--- config.mk ---
export PLATFORM = sky130hd
export DESIGN_NAME = modexp_arbiter_flat
export DESIGN_NICKNAME = d
export VERILOG_FILES = /design/src/rtl/modexp_arbiter_pkg.sv /design/src/rtl/modexp_arbiter_if.sv /design/src/rtl/modexp_arbiter_rr_arbiter.sv /design/src/rtl/modexp_arbiter.sv /design/src/flat_wrapper.sv
export SDC_FILE = /design/constraint.sdc
export NUM_CORES = 1
export LEC_CHECK = 0
export CELL_PAD_IN_SITES_DETAIL_PLACEMENT = 1
export CELL_PAD_IN_SITES_GLOBAL_PLACEMENT = 2
export CORE_AREA = 2 2 120 210
export DETAILED_ROUTE_END_ITERATION = 10
export DIE_AREA = 0 0 122 212
export PLACE_DENSITY_LB_ADDON = 0.1
export SLEW_MARGIN = 10
export SYNTH_ARGS = -nofsm -noshare
export SYNTH_HDL_FRONTEND = slang
export SYNTH_HIERARCHICAL = 1
export SYNTH_SLANG_ARGS = --single-unit
--- constraint.sdc ---
create_clock -name clk -period 10.5 [get_ports clk]
set_input_delay 2.1 -clock clk [delete_from_list [all_inputs] [get_ports clk]]
set_output_delay 2.1 -clock clk [all_outputs]
set_load 0.02 [all_outputs]
--- src/rtl/modexp_arbiter_pkg.sv ---
// Shared types and constants for the modexp arbiter slice.
// State encoding, default operand width and largest modulus the engine can take.
package modexp_pkg;

  localparam int DEF_W   = 16;
  localparam int MAX_MOD = 256;

  typedef enum logic [2:0] {
    ST_IDLE,
    ST_LAUNCH,
    ST_SETTLE,
    ST_WAIT,
    ST_RESP
  } state_t;

endpackage

--- src/rtl/modexp_arbiter_if.sv ---
// Requester, response and engine signals of the modexp arbiter in one bundle.
// slave = arbiter side, master = requesters plus engine.
interface modexp_arbiter_if
  import modexp_pkg::*;
#(
  parameter int NUM_REQ = 4,
  parameter int W       = DEF_W
);

  logic [NUM_REQ-1:0]   req_valid;
  logic [NUM_REQ-1:0]   req_ready;
  logic [NUM_REQ*W-1:0] req_M;
  logic [NUM_REQ*W-1:0] req_e;
  logic [NUM_REQ*W-1:0] req_n;
  logic [NUM_REQ-1:0]   rsp_valid;
  logic [W-1:0]         rsp_data;
  logic                 rsp_err;
  logic                 busy;
  logic [W-1:0]         eng_M;
  logic [W-1:0]         eng_e;
  logic [W-1:0]         eng_n;
  logic                 eng_start;
  logic                 eng_finished;
  logic [W-1:0]         eng_remainder;

  modport slave (
    input  req_valid, req_M, req_e, req_n, eng_finished, eng_remainder,
    output req_ready, rsp_valid, rsp_data, rsp_err, busy,
           eng_M, eng_e, eng_n, eng_start
  );

  modport master (
    output req_valid, req_M, req_e, req_n, eng_finished, eng_remainder,
    input  req_ready, rsp_valid, rsp_data, rsp_err, busy,
           eng_M, eng_e, eng_n, eng_start
  );

endinterface

--- src/rtl/modexp_arbiter_rr_arbiter.sv ---
// Combinational round-robin pick: first requester at or after the pointer wins.
// Zero latency; no state, no backpressure.
module rr_arbiter #(
  parameter int NUM_REQ = 4,
  parameter int PW      = $clog2(NUM_REQ)
) (
  input  logic [NUM_REQ-1:0] i_req,
  input  logic [PW-1:0]      i_ptr,
  output logic [NUM_REQ-1:0] o_gnt,
  output logic [PW-1:0]      o_idx,
  output logic               o_any
);

  logic [PW-1:0] w_cand;

  always_comb begin
    o_gnt  = '0;
    o_idx  = '0;
    o_any  = 1'b0;
    w_cand = '0;
    for (int k = 0; k < NUM_REQ; k++) begin
      w_cand = PW'((int'(i_ptr) + k) % NUM_REQ);
      if (!o_any && i_req[w_cand]) begin
        o_any         = 1'b1;
        o_gnt[w_cand] = 1'b1;
        o_idx         = w_cand;
      end
    end
  end

endmodule

--- src/rtl/modexp_arbiter.sv ---
// Shares one modexp engine among NUM_REQ requesters; screens trivial/illegal operands.
// Response 1 cycle after accept (bypass/err) or max(4,e+2) via engine; no response backpressure.
module modexp_arbiter
  import modexp_pkg::*;
#(
  parameter int NUM_REQ = 4,
  parameter int W       = DEF_W,
  parameter int TIMEOUT = 65535
) (
  input  logic             clk,
  input  logic             reset,
  modexp_arbiter_if.slave  bus
);

  localparam int PW = $clog2(NUM_REQ);
  localparam int CW = $clog2(TIMEOUT + 1);

  state_t              r_state, w_nxt;
  logic [PW-1:0]       r_ptr, r_owner;
  logic [W-1:0]        r_M, r_e, r_n, r_result;
  logic                r_err;
  logic [CW-1:0]       r_cnt;

  logic [NUM_REQ-1:0]  w_gnt;
  logic [PW-1:0]       w_idx, w_ptr_nxt;
  logic                w_any, w_accept, w_scr_err, w_bypass, w_timeout;
  logic [W-1:0]        w_M, w_e, w_n;

  rr_arbiter #(.NUM_REQ(NUM_REQ), .PW(PW)) u_rr (
    .i_req (bus.req_valid),
    .i_ptr (r_ptr),
    .o_gnt (w_gnt),
    .o_idx (w_idx),
    .o_any (w_any)
  );

  // Screening uses the winner's live operands, before they are registered.
  assign w_M       = bus.req_M[int'(w_idx)*W +: W];
  assign w_e       = bus.req_e[int'(w_idx)*W +: W];
  assign w_n       = bus.req_n[int'(w_idx)*W +: W];
  assign w_scr_err = (w_n == '0) || (w_n > W'(MAX_MOD)) || (w_M >= w_n);
  assign w_bypass  = (w_e == '0);
  assign w_accept  = (r_state == ST_IDLE) && w_any;
  assign w_timeout = (r_cnt == CW'(TIMEOUT - 1));
  assign w_ptr_nxt = (w_idx == PW'(NUM_REQ - 1)) ? '0 : w_idx + PW'(1);

  always_comb begin
    w_nxt         = r_state;
    bus.req_ready = '0;
    bus.rsp_valid = '0;
    bus.rsp_data  = '0;
    bus.rsp_err   = 1'b0;
    bus.busy      = (r_state != ST_IDLE);
    bus.eng_start = 1'b0;
    bus.eng_M     = r_M;
    bus.eng_e     = r_e;
    bus.eng_n     = r_n;
    case (r_state)
      ST_IDLE: begin
        bus.req_ready = w_gnt;
        if (w_accept) w_nxt = (w_scr_err || w_bypass) ? ST_RESP : ST_LAUNCH;
      end
      ST_LAUNCH: begin
        bus.eng_start = 1'b1;
        w_nxt         = ST_SETTLE;
      end
      // eng_finished still reflects the previous job here.
      ST_SETTLE: w_nxt = ST_WAIT;
      ST_WAIT: begin
        if (bus.eng_finished || w_timeout) w_nxt = ST_RESP;
      end
      ST_RESP: begin
        bus.rsp_valid = NUM_REQ'(1) << r_owner;
        bus.rsp_data  = r_err ? '0 : r_result;
        bus.rsp_err   = r_err;
        w_nxt         = ST_IDLE;
      end
      default: w_nxt = ST_IDLE;
    endcase
  end

  always_ff @(posedge clk) begin
    if (!reset) begin
      r_state  <= ST_IDLE;
      r_ptr    <= '0;
      r_owner  <= '0;
      r_M      <= '0;
      r_e      <= '0;
      r_n      <= '0;
      r_result <= '0;
      r_err    <= 1'b0;
      r_cnt    <= '0;
    end else begin
      r_state <= w_nxt;
      case (r_state)
        ST_IDLE: begin
          if (w_accept) begin
            r_ptr    <= w_ptr_nxt;
            r_owner  <= w_idx;
            r_M      <= w_M;
            r_e      <= w_e;
            r_n      <= w_n;
            r_err    <= w_scr_err;
            r_result <= (w_bypass && !w_scr_err) ? W'(w_n != W'(1)) : '0;
            r_cnt    <= '0;
          end
        end
        ST_WAIT: begin
          if (bus.eng_finished) r_result <= bus.eng_remainder;
          else if (w_timeout)   r_err    <= 1'b1;
          else                  r_cnt    <= r_cnt + CW'(1);
        end
        default: ;
      endcase
    end
  end

endmodule

--- src/flat_wrapper.sv ---
// flat-port wrapper written by rule: the top's interface ports become plain ports
module modexp_arbiter_flat import modexp_pkg::*;
#(
  parameter int NUM_REQ = 4,
  parameter int W       = DEF_W,
  parameter int TIMEOUT = 65535
)
  (clk, reset, bus_req_valid, bus_req_M, bus_req_e, bus_req_n, bus_eng_finished, bus_eng_remainder, bus_req_ready, bus_rsp_valid, bus_rsp_data, bus_rsp_err, bus_busy, bus_eng_M, bus_eng_e, bus_eng_n, bus_eng_start);
  modexp_arbiter_if #(.NUM_REQ(NUM_REQ), .W(W)) bus_i ();
  input  logic clk;
  input  logic reset;
  input wire logic [$bits(bus_i.req_valid)-1:0] bus_req_valid;
  input wire logic [$bits(bus_i.req_M)-1:0] bus_req_M;
  input wire logic [$bits(bus_i.req_e)-1:0] bus_req_e;
  input wire logic [$bits(bus_i.req_n)-1:0] bus_req_n;
  input wire logic [$bits(bus_i.eng_finished)-1:0] bus_eng_finished;
  input wire logic [$bits(bus_i.eng_remainder)-1:0] bus_eng_remainder;
  output wire logic [$bits(bus_i.req_ready)-1:0] bus_req_ready;
  output wire logic [$bits(bus_i.rsp_valid)-1:0] bus_rsp_valid;
  output wire logic [$bits(bus_i.rsp_data)-1:0] bus_rsp_data;
  output wire logic [$bits(bus_i.rsp_err)-1:0] bus_rsp_err;
  output wire logic [$bits(bus_i.busy)-1:0] bus_busy;
  output wire logic [$bits(bus_i.eng_M)-1:0] bus_eng_M;
  output wire logic [$bits(bus_i.eng_e)-1:0] bus_eng_e;
  output wire logic [$bits(bus_i.eng_n)-1:0] bus_eng_n;
  output wire logic [$bits(bus_i.eng_start)-1:0] bus_eng_start;
  assign bus_i.req_valid = bus_req_valid;
  assign bus_i.req_M = bus_req_M;
  assign bus_i.req_e = bus_req_e;
  assign bus_i.req_n = bus_req_n;
  assign bus_i.eng_finished = bus_eng_finished;
  assign bus_i.eng_remainder = bus_eng_remainder;
  assign bus_req_ready = bus_i.req_ready;
  assign bus_rsp_valid = bus_i.rsp_valid;
  assign bus_rsp_data = bus_i.rsp_data;
  assign bus_rsp_err = bus_i.rsp_err;
  assign bus_busy = bus_i.busy;
  assign bus_eng_M = bus_i.eng_M;
  assign bus_eng_e = bus_i.eng_e;
  assign bus_eng_n = bus_i.eng_n;
  assign bus_eng_start = bus_i.eng_start;
  modexp_arbiter #(.NUM_REQ(NUM_REQ), .W(W), .TIMEOUT(TIMEOUT)) u_core (.clk(clk), .reset(reset), .bus(bus_i));
endmodule
==> flow_summary.toml <==
[job]
maxCapViolations = 0

[place]
io_buffers = 289
gp_congestion = 0.778
dp_hpwl_um = 18900
place_area_sq_mm = 0.00887

[timing]
fin_crit_sh = 0.646
rsz0062_at_grt = "false"
max-slew-margin-rel = 0.232
finalMaxSlewViolations = 0
worstMarginPinSlew_ns = 1.15
setup-violations-final = 0
finalClockSkew_ns = 0.00569
final_hold_viol_count = 0
min_period_ns = 6.79
setup_tns_ns = 0
max_freq_mhz = 147

[detailed_routing]
vias_per_cell = 4.76
wl_met2_um = 13500
met1_length_um = 8150
vias = 5708
dr.pass1.iters = 4
highest_layer = "met4"
drtIter0Drc = 192
wl_um = 23700
drtAntennaViolNets = 0
drc = 0
wl_met3_um = 1620
post_drt_wl_per_cell_um = 19.8

[worst_setup_path]
timing.rr.end = "u_core/r_err$_SDFFE_PN0P_"
start_kind = "primary input"
cp_data_required_time_ns = 8.40
arrival_ns = 4.69
reg2reg_depth = 14
regToRegSetupSlack_ns = 5.10
crit_chain = "clkdlybuf4s50_1 > mux4_2 > nor4b_4 > a22oi_1 > o21ai_0 > and2_1 > clkdlybuf4s50_1"
critPathMaxStageDelay_ns = 0.66
crit_top_cell = "clkdlybuf4s50_1"
r2r_start = "u_core/r_ptr[0]$_SDFFE_PN0P_"
crit_type = "in2out"
cp_max_fo = 13
critPathCaptureType = "output pin"
cp_slowest_cell = "mux4_2"

[clocking]
clock-root-buffer = "clkbuf_16"
clk_pin_slew_ns = 0.06
cts_tree = "built"
cts.repair.resized = 0
cts_setup_buffers = 0
htree_levels = 3
clock_latency_ns = 0.35
holdBufCountCts = 0
cts.sinks = 88
cts_buffer_depth = 2
numCtsBuffers = 9

[floorplan]
core-area_sq_mm = 0.0242
die_w_um = 122
fp.dieH_um = 212
rows = 76
initial_utilization = 0.237
ios = 290
dieArea_sq_mm = 0.0259

[pwr]
max-vdd-ir-drop_v = 0.000147
cellLeakagePower_nw = 3.32
fin_total_pwr_mw = 2.55
power-per-cell-area_mw_per_mm2 = 278

[cells_and_area]
final_util = 0.378
mostFrequentLayoutCells = "clkdlybuf4s50_1, nand2_1, dfxtp_1"
final_common_cell = "clkdlybuf4s50_1"
nNetsFinal = 1120
stdcell_area_sq_mm = 0.00916
syn_to_final_growth_pct = 59.5
layout-drive-gt1-share = 0.0949

[global_routing]
grt_pass1_wl_um = 35800
grt_pass1_vias = 6329
antenna_found_initial = 1
grt_max_degree = 76
track_usage = 0.185
grt-ovfl-total = 0

[hold_path]
holdPathEnd = "u_core/r_result[1]$_SDFFE_PN0P_"
worstHoldStart = "u_core/r_result[1]$_SDFFE_PN0P_"
hold_class = "reg2reg"
hold_depth = 2

[logic_synthesis]
syn-cell-area_sq_mm = 0.00575
ys_seq_elements = 88
syn_nets = 859
synth-edff-count = 0
synth_ff_type = "dfxtp_1"
ys_types = 54
yosys_warnings = 6
postSynthCellCount = 620
async_flop_share = 0
ys_seq_area_frac = 0.307
syn_area_per_cell_sq_um = 9.27

[run_status]
status = "complete, no violations"
-- per-stage QoR --
step,setup slack [ns],cells,hold slack (ns)
finish,3.71,1198,0.443
CTS,3.72,1197,0.448
floorplan,4.47,620,0.426
global placement,3.71,1182,0.433
detailed placement,3.61,1182,0.439
global route,3.59,1198,0.472
-- report_power, final --
| group | switching, mW | internal [mW] |
|---|---|---|
| Clock | 0.142 | 0.183 |
| Combinational | 0.933 | 0.789 |
| Sequential | 0.0700 | 0.429 |
| Total | 1.15 | 1.40 |
-- logic make-up (layout without fill, tap and decap cells) --
kind of cell,after synthesis,count (layout),share of synthesized area
other,0,1,0
AO/OA/AOI/OAI,119,119,0.151
multiplexers,55,55,0.211
buffers and inverters,67,332,0.0518
XOR/XNOR,16,16,0.0244
AND/OR/NAND/NOR,251,251,0.204
flip-flops,88,88,0.307
adder cells (fa/ha/maj),24,24,0.0523
-- layer usage --
metal,GRT usage,vias to the layer above
met2,0.367,180
met1,0.177,2763
met3,0.0550,18
met4,0.0535,0
li1,-,2747
met5,0,-
-- synth_stat cells (4+ instances only) --
| cell | count | area (sq um) |
|---|---|---|
| clkbuf_1 | 33 | 124 |
| ha_1 | 24 | 300 |
| buf_2 | 4 | 20.0 |
| a22oi_1 | 8 | 60.1 |
| mux4_2 | 50 | 1130 |
| nand4_1 | 8 | 50.1 |
| nor2_1 | 26 | 97.6 |
| a21boi_1 | 66 | 495 |
| buf_6 | 5 | 56.3 |
| dfxtp_1 | 88 | 1760 |
| a21oi_1 | 10 | 50.1 |
| nor4_1 | 7 | 43.8 |
| nor3_1 | 9 | 45.0 |
| a21o_1 | 6 | 45.0 |
| xor2_1 | 7 | 61.3 |
| nand2_1 | 133 | 499 |
| inv_1 | 20 | 75.1 |
| and2_1 | 24 | 150 |
| nand3_1 | 26 | 130 |
| o21ai_0 | 8 | 40.0 |
| xnor2_1 | 9 | 78.8 |
-- worst max-delay path by stage --
stage	slack, ns	start	to	cells after the start
detailed placement	3.61	bus_req_valid[2]	u_core/r_err$_SDFFE_PN0P_	14
global placement	3.71	bus_req_valid[2]	u_core/r_err$_SDFFE_PN0P_	14
CTS	3.72	bus_req_valid[3]	bus_req_ready[2]	7
finish	3.71	bus_req_valid[3]	bus_req_ready[2]	7
floorplan	4.47	bus_req_valid[3]	u_core/r_state[2]$_SDFFE_PN0P_	14
global route	3.59	bus_req_valid[2]	bus_req_ready[1]	7
-- flip-flops by register name, summed over array words and instances (netlist names) --
register / count
u_core/bus.eng_M: 16
u_core/bus.eng_e: 16
u_core/bus.eng_n: 16
u_core/r_cnt: 16
u_core/r_result: 16
u_core/r_state: 3
u_core/r_owner: 2
u_core/r_ptr: 2
u_core/r_err: 1
-- critical path, delay by kind of cell --
kind	cells	cell delay, ns
multiplexers	1	0.66
buffers and inverters	2	1.08
AO/OA/AOI/OAI	2	0.24
AND/OR/NAND/NOR	2	0.60
-- cell type report --
class / count / area, sq um
Clock buffer: 10 / 229
Inverter: 22 / 82.6
Multi-Input combinational cell: 465 / 3710
Sequential cell: 88 / 1760
Clock inverter: 5 / 58.8
Timing Repair Buffer: 295 / 2930
Antenna cell: 1 / 2.50
Tap cell: 312 / 390
Fill cell: 2800 / 15100
Note: power is estimated with default switching activity, not from simulation.
